===== src/rtl/rf_wb_arbiter.sv =====
// -----------------------------------------------------------------------------
// rf_wb_arbiter
//
// Shares the register file's single write port between two writeback sources:
//   A - ALU / pipeline writeback
//   B - long-latency unit writeback (loads, mul/div)
//
// Each source hands its write into a one-entry holding buffer over a
// valid/ready handshake. Every cycle at most one buffered entry is granted the
// regfile write port:
//   - a lone occupied buffer always wins;
//   - two writes to the same register leave in arrival order (B first when
//     both arrived together);
//   - otherwise A wins, unless B has already waited STARVE_MAX cycles.
// The grant depends only on registered buffer state, so nothing on the input
// side reaches the regfile outputs combinationally.
//
// Ports
//   clk_i        clock, all state changes on the rising edge
//   rst_ni       synchronous active-low reset; drops any buffered writes
//   a_valid_i    source A write request
//   a_ready_o    source A may hand over this cycle
//   a_addr_i     source A destination register
//   a_data_i     source A write data
//   b_valid_i    source B write request
//   b_ready_o    source B may hand over this cycle
//   b_addr_i     source B destination register
//   b_data_i     source B write data
//   rf_wen_o     regfile write enable
//   rf_waddr_o   regfile write address (0 when idle)
//   rf_wdata_o   regfile write data (0 when idle)
//   pend_mask_o  bit i set while a buffered write to register i is outstanding
// -----------------------------------------------------------------------------
module rf_wb_arbiter #(
  parameter int DATA_W     = 32,
  parameter int ADDR_W     = 5,
  parameter int STARVE_MAX = 3
) (
  input  logic              clk_i,
  input  logic              rst_ni,
  input  logic              a_valid_i,
  output logic              a_ready_o,
  input  logic [ADDR_W-1:0] a_addr_i,
  input  logic [DATA_W-1:0] a_data_i,
  input  logic              b_valid_i,
  output logic              b_ready_o,
  input  logic [ADDR_W-1:0] b_addr_i,
  input  logic [DATA_W-1:0] b_data_i,
  output logic              rf_wen_o,
  output logic [ADDR_W-1:0] rf_waddr_o,
  output logic [DATA_W-1:0] rf_wdata_o,
  output logic [31:0]       pend_mask_o
);

  localparam int STARVE_W = (STARVE_MAX < 1) ? 1 : $clog2(STARVE_MAX + 1);
  localparam logic [STARVE_W-1:0] STARVE_LIM = STARVE_W'(STARVE_MAX);

  // Holding buffers. The age bit is 1 for the entry that arrived first; it
  // only carries meaning while both buffers are occupied.
  logic              a_vld_reg, a_vld_next;
  logic [ADDR_W-1:0] a_addr_reg, a_addr_next;
  logic [DATA_W-1:0] a_data_reg, a_data_next;
  logic              a_age_reg, a_age_next;

  logic              b_vld_reg, b_vld_next;
  logic [ADDR_W-1:0] b_addr_reg, b_addr_next;
  logic [DATA_W-1:0] b_data_reg, b_data_next;
  logic              b_age_reg, b_age_next;

  logic [STARVE_W-1:0] starve_reg, starve_next;
  logic [31:0]         pend_reg, pend_next;

  logic grant_a, grant_b;
  logic a_load, b_load;
  logic a_hold, b_hold;

  // ---------------------------------------------------------------------------
  // Grant: purely from buffer state.
  // ---------------------------------------------------------------------------
  always_comb begin
    grant_a = 1'b0;
    grant_b = 1'b0;
    if (a_vld_reg && b_vld_reg) begin
      if (a_addr_reg == b_addr_reg) begin
        // Same destination: keep program order. Ages are complementary here.
        grant_b = b_age_reg;
      end else begin
        grant_b = (starve_reg == STARVE_LIM);
      end
      grant_a = !grant_b;
    end else begin
      grant_a = a_vld_reg;
      grant_b = b_vld_reg;
    end
  end

  // A buffer can take a new entry when empty or when it drains this cycle.
  assign a_ready_o = !a_vld_reg || grant_a;
  assign b_ready_o = !b_vld_reg || grant_b;

  // Writes to x0 complete the handshake but never occupy a buffer.
  assign a_load = a_valid_i && a_ready_o && (a_addr_i != '0);
  assign b_load = b_valid_i && b_ready_o && (b_addr_i != '0);

  // An entry that stays put across the next edge.
  assign a_hold = a_vld_reg && !grant_a;
  assign b_hold = b_vld_reg && !grant_b;

  assign rf_wen_o   = grant_a || grant_b;
  assign rf_waddr_o = grant_b ? b_addr_reg : (grant_a ? a_addr_reg : '0);
  assign rf_wdata_o = grant_b ? b_data_reg : (grant_a ? a_data_reg : '0);

  // ---------------------------------------------------------------------------
  // Buffer next state
  // ---------------------------------------------------------------------------
  always_comb begin
    a_vld_next  = a_load || a_hold;
    a_addr_next = a_load ? a_addr_i : a_addr_reg;
    a_data_next = a_load ? a_data_i : a_data_reg;

    b_vld_next  = b_load || b_hold;
    b_addr_next = b_load ? b_addr_i : b_addr_reg;
    b_data_next = b_load ? b_data_i : b_data_reg;

    // A fresh entry is older only if nothing else will be sitting beside it.
    // When both arrive together B is the older one. An entry that stays while
    // the other side loads becomes the older one.
    if (a_load) begin
      a_age_next = !(b_hold || b_load);
    end else if (b_load) begin
      a_age_next = a_hold;
    end else begin
      a_age_next = a_age_reg && a_vld_next;
    end

    if (b_load) begin
      b_age_next = !a_hold;
    end else if (a_load) begin
      b_age_next = b_hold;
    end else begin
      b_age_next = b_age_reg && b_vld_next;
    end
  end

  // B's waiting time, only counted while it is occupied and losing.
  always_comb begin
    starve_next = '0;
    if (b_hold) begin
      starve_next = (starve_reg == STARVE_LIM) ? starve_reg : starve_reg + 1'b1;
    end
  end

  // Pending mask describes the buffers as they will be after this edge, so a
  // drained entry disappears one cycle after its grant unless refilled.
  genvar gi;
  generate
    for (gi = 0; gi < 32; gi++) begin : g_pend
      assign pend_next[gi] = (a_vld_next && (a_addr_next == ADDR_W'(gi))) ||
                             (b_vld_next && (b_addr_next == ADDR_W'(gi)));
    end
  endgenerate

  assign pend_mask_o = pend_reg;

  // ---------------------------------------------------------------------------
  // State registers
  // ---------------------------------------------------------------------------
  always_ff @(posedge clk_i) begin
    if (!rst_ni) begin
      a_vld_reg  <= 1'b0;
      a_addr_reg <= '0;
      a_data_reg <= '0;
      a_age_reg  <= 1'b0;
      b_vld_reg  <= 1'b0;
      b_addr_reg <= '0;
      b_data_reg <= '0;
      b_age_reg  <= 1'b0;
      starve_reg <= '0;
      pend_reg   <= '0;
    end else begin
      a_vld_reg  <= a_vld_next;
      a_addr_reg <= a_addr_next;
      a_data_reg <= a_data_next;
      a_age_reg  <= a_age_next;
      b_vld_reg  <= b_vld_next;
      b_addr_reg <= b_addr_next;
      b_data_reg <= b_data_next;
      b_age_reg  <= b_age_next;
      starve_reg <= starve_next;
      pend_reg   <= pend_next;
    end
  end

endmodule


===== config.mk =====
export PLATFORM = sky130hd
export DESIGN_NAME = rf_wb_arbiter
export DESIGN_NICKNAME = d
export VERILOG_FILES = /design/src/rtl/rf_wb_arbiter.sv
export SDC_FILE = /design/constraint.sdc
export NUM_CORES = 1
export LEC_CHECK = 0
export ABC_CLOCK_PERIOD_IN_PS = 3200
export BUFFER_PORTS_ARGS = -buffer_cell sky130_fd_sc_hd__clkbuf_2
export CAP_MARGIN = 20
export CORE_MARGIN = 3
export CORE_UTILIZATION = 28
export DETAILED_ROUTE_END_ITERATION = 16
export GPL_ROUTABILITY_DRIVEN = 0
export PLACE_DENSITY_LB_ADDON = 0.15
export RECOVER_POWER = 25
export SYNTH_ARGS = -nofsm -noshare
export SYNTH_HDL_FRONTEND = slang
export SYNTH_SLANG_ARGS = --single-unit

===== constraint.sdc =====
create_clock -name clk_i -period 3.2 [get_ports clk_i]
set_input_delay 0.16 -clock clk_i [delete_from_list [all_inputs] [get_ports clk_i]]
set_output_delay 0.16 -clock clk_i [all_outputs]
set_load 0.05 [all_outputs]

=== Yosys cells after proc, flatten, opt, wreduce, memory -nomap -nowiden ===
Index checks and enable logic that the tools add are counted.

* Bits in registers: 111
* Input bits: 78
* Output and inout bits: 72
* Logic and storage cells: 206

* Add/subtract/negate cells: 1
* Equal/unequal tests: 64
* Muxes and demuxes: 12
* Reductions and logical operators: 120

{| class="wikitable"
|+ Operator list
! cell !! number
|-
| == test 5 bit, second input constant || 32
|-
| == test 5 x 4 -> 1 bit, second input constant || 16
|-
| logical AND 1 bit || 72
|-
| two-way mux 32 bit || 2
|-
| == test 5 x 3 -> 1 bit, second input constant || 8
|-
| logical OR 1 bit || 37
|-
| == test 5 x 2 -> 1 bit, second input constant || 4
|-
| two-way mux 5 bit || 4
|-
| == test 5 x 1 -> 1 bit, second input constant || 2
|-
| zero test 5 bit || 2
|-
| nonzero test 5 bit || 2
|-
| zero test 1 bit || 6
|-
| two-way mux 1 bit || 6
|-
| == test 5 bit || 1
|-
| adder 2 x 1 -> 2 bit, second input constant || 1
|-
| == test 2 bit, second input constant || 1
|-
| AND reduction 2 bit || 1
|}

=== Logic depth before layout (Yosys ltp) ===
Gate-level depths: netlist of run 1.

* Depth after elaboration: 12
* Mapped depth: 11
* Gate-level depth less buffers: 8

=== Least setup slack after synthesis of run 1 ===
No wires, ideal clock.

* Path type: reg-to-output
* From: reg b_addr_reg[4]
* To: out rf_wdata_o[28]
* Arrival time: 2.782 ns
* Setup slack: 0.258 ns
* Cell stages (with the launch flop): 10
* Cells stage by stage: dfxtp_1 buf_6 xor2_1 or2_4 nor3_1 o21ai_0 and2_1 clkbuf_1 clkbuf_1 o21ai_0

* Word-level cells in the longest chain between the ends: 7
* Elaborated cells between the ends (all ways): 8

{| class="wikitable"
|+ RTL lines
! element !! line !! source
|-
| start: declaration || 66 || <nowiki>logic [ADDR_W-1:0] b_addr_reg, b_addr_next;</nowiki>
|-
| start signal: assignment || 186 || <nowiki>b_addr_reg <= b_addr_next;</nowiki>
|-
| == test 5 bit (*) || 84 || <nowiki>if (a_addr_reg == b_addr_reg) begin</nowiki>
|-
| two-way mux 1 bit (*) || 84 ||
|-
| two-way mux 1 bit (*) || 83 || <nowiki>if (a_vld_reg && b_vld_reg) begin</nowiki>
|-
| zero test 1 bit || 90 || <nowiki>grant_a = !grant_b;</nowiki>
|-
| two-way mux 1 bit || 83 ||
|-
| two-way mux 32 bit || 111 || <nowiki>assign rf_wdata_o = grant_b ? b_data_reg : (grant_a ? a_data_reg : '0);</nowiki>
|-
| two-way mux 32 bit (*) || 111 ||
|-
| end: declaration || 51 || <nowiki>output logic [DATA_W-1:0] rf_wdata_o,</nowiki>
|}

Every way passes the cells marked *; elsewhere a longest branch is shown, timed or not. The select of a mux whose other input is x is not followed.

=== Final worst setup path of run 1 ===
* From: reg b_addr_reg[3]
* To: out rf_wdata_o[7]

Same word-level chain as after synthesis.

==> impl_metrics.env, run 1 <==
export IMPL_hold_viol=0
export IMPL_yosysTopAreaCellShare_pct=42.6
export IMPL_area_delta_synth_final_pct=21.7
export IMPL_r2r_cells=8
export IMPL_rsz0062_at_grt="no"
export IMPL_cp_end_kind="primary output"
export IMPL_period_share_pct=94.3
export IMPL_ff2ff_setup_slack_ns=0.26
export IMPL_top_layer="met4"
export IMPL_grt_usage_pct=15.6
export IMPL_finalMaxSlewViolations=0
export IMPL_regArea_mm2=0.00222
export IMPL_cts_buffers_inserted=9
export IMPL_synth_seq_cells=111
export IMPL_yosys_area_top_type="dfxtp_1"
export IMPL_vdd_ir_drop_max_mv=0.238
export IMPL_relSlewSlack_pct=40.5
export IMPL_yosysWarnings=0
export IMPL_first_global_vias=4959
export IMPL_path_max_fanout=39
export IMPL_firstDrtPassIters=4
export IMPL_startpoint_type="flop"
export IMPL_avgViaCountPerCell=4.78
export IMPL_syn_avg_cell_area_um2=7.88
export IMPL_grt_max_degree=52
export IMPL_path_class="flop to primary output"
export IMPL_finalSetupTns_ns=0
export IMPL_synthTopCellsByArea="dfxtp_1 (43%), nand2_1 (17%), a21boi_0 (7.8%), o21ai_0 (4.7%), o32ai_1 (3.0%)"
export IMPL_routed_wl_um=15900
export IMPL_io_pin_count=150
export IMPL_nNetsFinal=867
export IMPL_reg2reg_from="b_addr_reg[3]"
export IMPL_synth_cell_type_count=51
export IMPL_postSynthCellCount=662
export IMPL_num_rows=49
export IMPL_wl_per_cell_um=15.5
export IMPL_grt_pass1_wl_um=25400
export IMPL_status="finished clean"
export IMPL_n_fill_cell=1985
export IMPL_antenna_found_initial=0
export IMPL_synth_seq_area_share_pct=42.6
export IMPL_p_per_area_mw_per_mm2=490
export IMPL_worstPathArrival_ns=2.86
export IMPL_dieArea_mm2=0.0203
export IMPL_fp_dieH_um=142
export IMPL_dp_hpwl_um=11400
export IMPL_clkSinkCount=111
export IMPL_cts_tree="yes"
export IMPL_cts_root_buf="clkbuf_16"
export IMPL_hold_class="input port to flop"
export IMPL_post_route_util_pct=35.0
export IMPL_timing_fmax_ghz=0.331
export IMPL_required_ns=3.04
export IMPL_coreArea_mm2=0.0181
export IMPL_n_antenna_cell=0
export IMPL_ant_nets=0
export IMPL_drv_cap=0
export IMPL_die_w_um=142
export IMPL_wl_met1_um=7270
export IMPL_setup_viol=0
export IMPL_port_buffers=149
export IMPL_multi_input_area_mm2=0.00272
export IMPL_routed_via_count=4879
export IMPL_tightest_slew_ns=0.892
export IMPL_clk_path_buf_depth=2
export IMPL_synth_nets=741
export IMPL_p_leak_nw=2.50
export IMPL_worstHoldPathCells=3
export IMPL_fin_crit_ns=3.02
export IMPL_hp_start="b_data_i[18]"
export IMPL_met2WireLength_um=7260
export IMPL_clock_latency_ns=0.36
export IMPL_fin_hold_ws_ns=0.0226
export IMPL_overflow=0
export IMPL_drive_above_1_share_pct=21.2
export IMPL_drcViolationCount=0
export IMPL_syn_area_mm2=0.00522
export IMPL_drt_iter0_drc=219
export IMPL_r2r_end="pend_mask_o[5]"
export IMPL_clk_pin_slew_worst_paths_ns=0.07
export IMPL_wl_met3_um=1230
export IMPL_fin_skew_ns=0.0129
export IMPL_p_total_mw=3.11
export IMPL_htreeDepth=3
export IMPL_initial_core_util_pct=28.7
export IMPL_holdPathEnd="b_data_reg[18]"
-- critical path, stage by stage (launching register included) --
cell,delay (ns)
dfxtp_1,0.49
xor2_1,0.16
or2_4,0.30
nor3_1,0.24
o21ai_0,0.14
and2_4,0.32
buf_12,0.22
o21ai_0,0.30
clkbuf_2,0.34
-- timing repair --
action | 4_1_cts | 5_1_grt
hold buffers | 0 | 0
buffers inserted | 0 | 0
endpoints found under the setup margin | 1 | 0
resized for setup | 1 | 0
-- power by group --
part	leakage (nW)	switching [mW]	internal, mW
clock network	0.132	0.533	0.553
registers	0.909	0.0436	1.45
logic	1.46	0.369	0.166
-- metrics by stage --
stage / instance area, um2 / cells / setup slack [ns]
finish: 6350 / 1021 / 0.182
global route: 6350 / 1021 / 0.00634
CTS: 6400 / 1021 / 0.178
detailed placement: 6120 / 1006 / 0.300
global placement: 6120 / 1006 / 0.435
floorplan: 5220 / 662 / 0.258
-- worst max path at each step --
| stage | slack (ns) | depth (start not counted) | start | end |
|---|---|---|---|---|
| after floorplan | 0.26 | 9 | b_addr_reg[4] | rf_wdata_o[28] |
| after CTS | 0.18 | 8 | b_addr_reg[3] | rf_wdata_o[16] |
| after global placement | 0.43 | 8 | b_addr_reg[3] | b_data_reg[6] |
| final | 0.18 | 8 | b_addr_reg[3] | rf_wdata_o[7] |
| after detailed placement | 0.30 | 8 | b_addr_reg[3] | b_data_reg[1] |
| after global routing | 0.006 | 8 | b_addr_reg[3] | rf_wdata_o[13] |
-- cells in the mapped netlist (all sizes together) --
cell type  instances
a21oi              8
ha                 1
mux2i              4
nor4               4
o211a              1
a22o               1
xnor2              3
nand2b             5
or4                4
dfxtp            111
mux2               2
nand4b             2
and2               1
nor2              16
o32ai             20
nand2            235
nor4b              2
o22ai             13
inv               12
nor2b              4
a22oi              4
nand3              2
o21ai             58
a211oi             2
and4b              2
buf               21
nor3b              4
a21boi            73
nor3               8
a21o               1
and3               7
o211ai             1
xor2               3
clkbuf            24
o31ai              1
or2                2
-- cell type report --
cell class / count / area share (%)
repair buffers: 160 / 12.6
well taps: 229 / 4.51
flip-flops and latches: 111 / 35.0
clock inverters: 5 / 0.650
inverters: 12 / 0.709
multi-input cells: 494 / 42.8
clock buffers: 10 / 3.76
-- kinds of logic after synthesis --
kind of cell             count (synthesis)  share of synthesized area, %
AND/OR/NAND/NOR                        298                          24.3
multiplexers                             6                          1.20
XOR/XNOR                                 6                          1.01
buffers and inverters                   57                          5.47
flip-flops                             111                          42.6
AO/OA/AOI/OAI                          183                          25.2
adder cells (fa/ha/maj)                  1                         0.240
-- per-layer routing --
metal | GRT usage [%] | vias to the layer above
met5 | 0 | -
li1 | - | 2503
met3 | 4.84 | 6
met4 | 4.85 | 0
met2 | 25.7 | 145
met1 | 19.5 | 2225
-- cells in the final DEF, fill, tap and decap left out, types with 3 or more instances in the layout --
cell type  instances
nor3_1             8
and3_1             7
o21ai_1            4
a21boi_0          56
nor4_1             4
a22oi_1            3
nand2b_1           5
a21oi_1            4
clkbuf_16          9
o32ai_1           18
o22ai_1           12
dfxtp_1          110
mux2i_1            4
xnor2_1            3
o21ai_2            5
or4_1              4
nand2_1          234
nor2_1            14
xor2_1             3
nor2b_1            4
clkbuf_1          33
buf_4              9
o21ai_0           49
a21boi_1          17
clkbuf_2         117
nor3b_1            4
inv_1             11
(Power assumes the default switching activity.)
==> run 2: changes to the inputs <==
--- a/config.mk
+++ b/config.mk
@@ -12,6 +12,7 @@
 export CORE_UTILIZATION = 28
 export DETAILED_ROUTE_END_ITERATION = 16
 export GPL_ROUTABILITY_DRIVEN = 0
+export MAX_ROUTING_LAYER = met4
 export PLACE_DENSITY_LB_ADDON = 0.15
 export RECOVER_POWER = 25
 export SYNTH_ARGS = -nofsm -noshare
==> constraint.sdc (replaced) <==
create_clock -name clk_i -period 3.2 [get_ports clk_i]
set_input_delay 0.32 -clock clk_i [delete_from_list [all_inputs] [get_ports clk_i]]
set_output_delay 0.32 -clock clk_i [all_outputs]
set_load 0.05 [all_outputs]
==> impl_metrics.env, run 2 (synthesis gave the netlist of run 1 again) <==
export IMPL_post_cts_buffers=0
export IMPL_timing_fmax_ghz=0.330
export IMPL_met2WireLength_um=7450
export IMPL_area_delta_synth_final_pct=22.3
export IMPL_wl_met1_um=7760
export IMPL_hold_viol=0
export IMPL_coreArea_mm2=0.0181
export IMPL_worstPathArrival_ns=2.71
export IMPL_clk_path_buf_depth=2
export IMPL_cp_end_kind="primary output"
export IMPL_post_route_util_pct=35.1
export IMPL_fin_ws_ns=0.167
export IMPL_n_fill_cell=1962
export IMPL_regArea_mm2=0.00223
export IMPL_path_max_fanout=68
export IMPL_hold_class="input port to flop"
export IMPL_cts_buffers_inserted=9
export IMPL_clock_latency_ns=0.36
export IMPL_num_rows=49
export IMPL_routed_via_count=5005
export IMPL_period_share_pct=94.8
export IMPL_multi_input_area_mm2=0.00272
export IMPL_fin_skew_ns=0.00992
export IMPL_fin_crit_ns=3.03
export IMPL_first_global_vias=4984
export IMPL_drcViolationCount=0
export IMPL_finalMaxSlewViolations=0
export IMPL_wl_per_cell_um=16.2
export IMPL_vdd_ir_drop_max_mv=0.252
export IMPL_fp_dieH_um=142
export IMPL_io_pin_count=150
export IMPL_p_leak_nw=2.52
export IMPL_port_buffers=149
export IMPL_cts_tree="yes"
export IMPL_rsz0062_at_grt="no"
export IMPL_grt_usage_pct=16.6
export IMPL_avgViaCountPerCell=4.91
export IMPL_fin_hold_ws_ns=0.178
export IMPL_dp_hpwl_um=11800
export IMPL_antenna_found_initial=0
export IMPL_place_ws_ns=0.442
export IMPL_dpl_cell_area_mm2=0.00611
export IMPL_setup_viol=0
export IMPL_dieArea_mm2=0.0203
export IMPL_top_layer="met4"
export IMPL_place_inst=1005
export IMPL_nNetsFinal=866
export IMPL_cts_root_buf="clkbuf_16"
export IMPL_firstDrtPassIters=5
export IMPL_final_cell_mix="nand2_1 (235), clkbuf_2 (113), dfxtp_1 (107), a21boi_0 (54), o21ai_0 (49)"
export IMPL_n_antenna_cell=0
export IMPL_required_ns=2.88
export IMPL_grt_max_degree=69
export IMPL_finalInstanceArea_mm2=0.00638
export IMPL_drv_cap=0
export IMPL_layout_commonest_cell="nand2_1"
export IMPL_relSlewSlack_pct=36.7
export IMPL_overflow=0
export IMPL_die_w_um=142
export IMPL_path_class="flop to primary output"
export IMPL_finalSetupTns_ns=0
export IMPL_grt_pass1_wl_um=25800
export IMPL_routed_wl_um=16500
export IMPL_drt_iter0_drc=280
export IMPL_initial_core_util_pct=28.7
export IMPL_ant_nets=0
export IMPL_htreeDepth=3
export IMPL_clkSinkCount=111
export IMPL_status="finished clean"
export IMPL_clk_pin_slew_worst_paths_ns=0.07
export IMPL_wl_met3_um=1010
export IMPL_drive_above_1_share_pct=21.5
export IMPL_p_total_mw=3.23
export IMPL_startpoint_type="flop"
export IMPL_p_per_area_mw_per_mm2=507
export IMPL_tightest_slew_ns=0.949
export IMPL_layoutNonFillerInstCount=1020
[run 2: changes by cell type in the layout (fill, tap and decap cells not counted), moves of 2 or more]
| cell | previous run | this run |
|---|---|---|
| buf_4 | 9 | 7 |
| a21boi_1 | 17 | 19 |
| dfxtp_2 | 1 | 4 |
| a21boi_0 | 56 | 54 |
| clkinvlp_4 | 2 | 0 |
| buf_2 | 0 | 4 |
| dfxtp_1 | 110 | 107 |
| clkbuf_2 | 117 | 113 |
[run 2: final cells by class]
class | count | area share (%)
flip-flops and latches | 111 | 34.9
clock inverters | 3 | 0.785
repair buffers | 159 | 12.4
clock buffers | 12 | 4.02
multi-input cells | 494 | 42.7
inverters | 12 | 0.706
well taps | 229 | 4.49
[run 2: critical path: stages, from the launching register on]
cell and delay (ns):
dfxtp_1 0.47, xor2_1 0.14, or2_4 0.29, nor3_1 0.23, o21ai_0 0.12, and2_2 0.27, buf_12 0.21, o21ai_0 0.28
buf_2 0.32
[run 2: routing by layer]
layer,up-vias,track usage [%]
met5,-,-
met4,0,5.55
met3,17,3.26
met2,181,26.6
met1,2312,21.0
li1,2495,-
[run 2: final timing paths]
kind / end / slack, ns / startpoint / cells after the start
hold reg to reg: b_data_reg[25] / 0.46 / b_data_reg[25] / 2
setup / recovery: rf_wdata_o[16] / 0.17 / a_addr_reg[3] / 8
hold / removal: b_data_reg[22] / 0.18 / b_data_i[22] / 3
setup reg to reg: a_data_reg[18] / 0.37 / a_vld_reg / 7
[run 2: where the power goes]
| group | total (mW) | internal (mW) | switching, mW |
|---|---|---|---|
| clock | 1.20 | 0.656 | 0.541 |
| sequential | 1.50 | 1.45 | 0.0486 |
| combinational | 0.538 | 0.166 | 0.373 |
[run 2: what timing repair did]
action | 4_1_cts | 5_1_grt
gates resized for setup | 0 | 9
hold buffers | 0 | 0
hold endpoints to repair | 0 | 0
setup endpoints to repair | 0 | 8
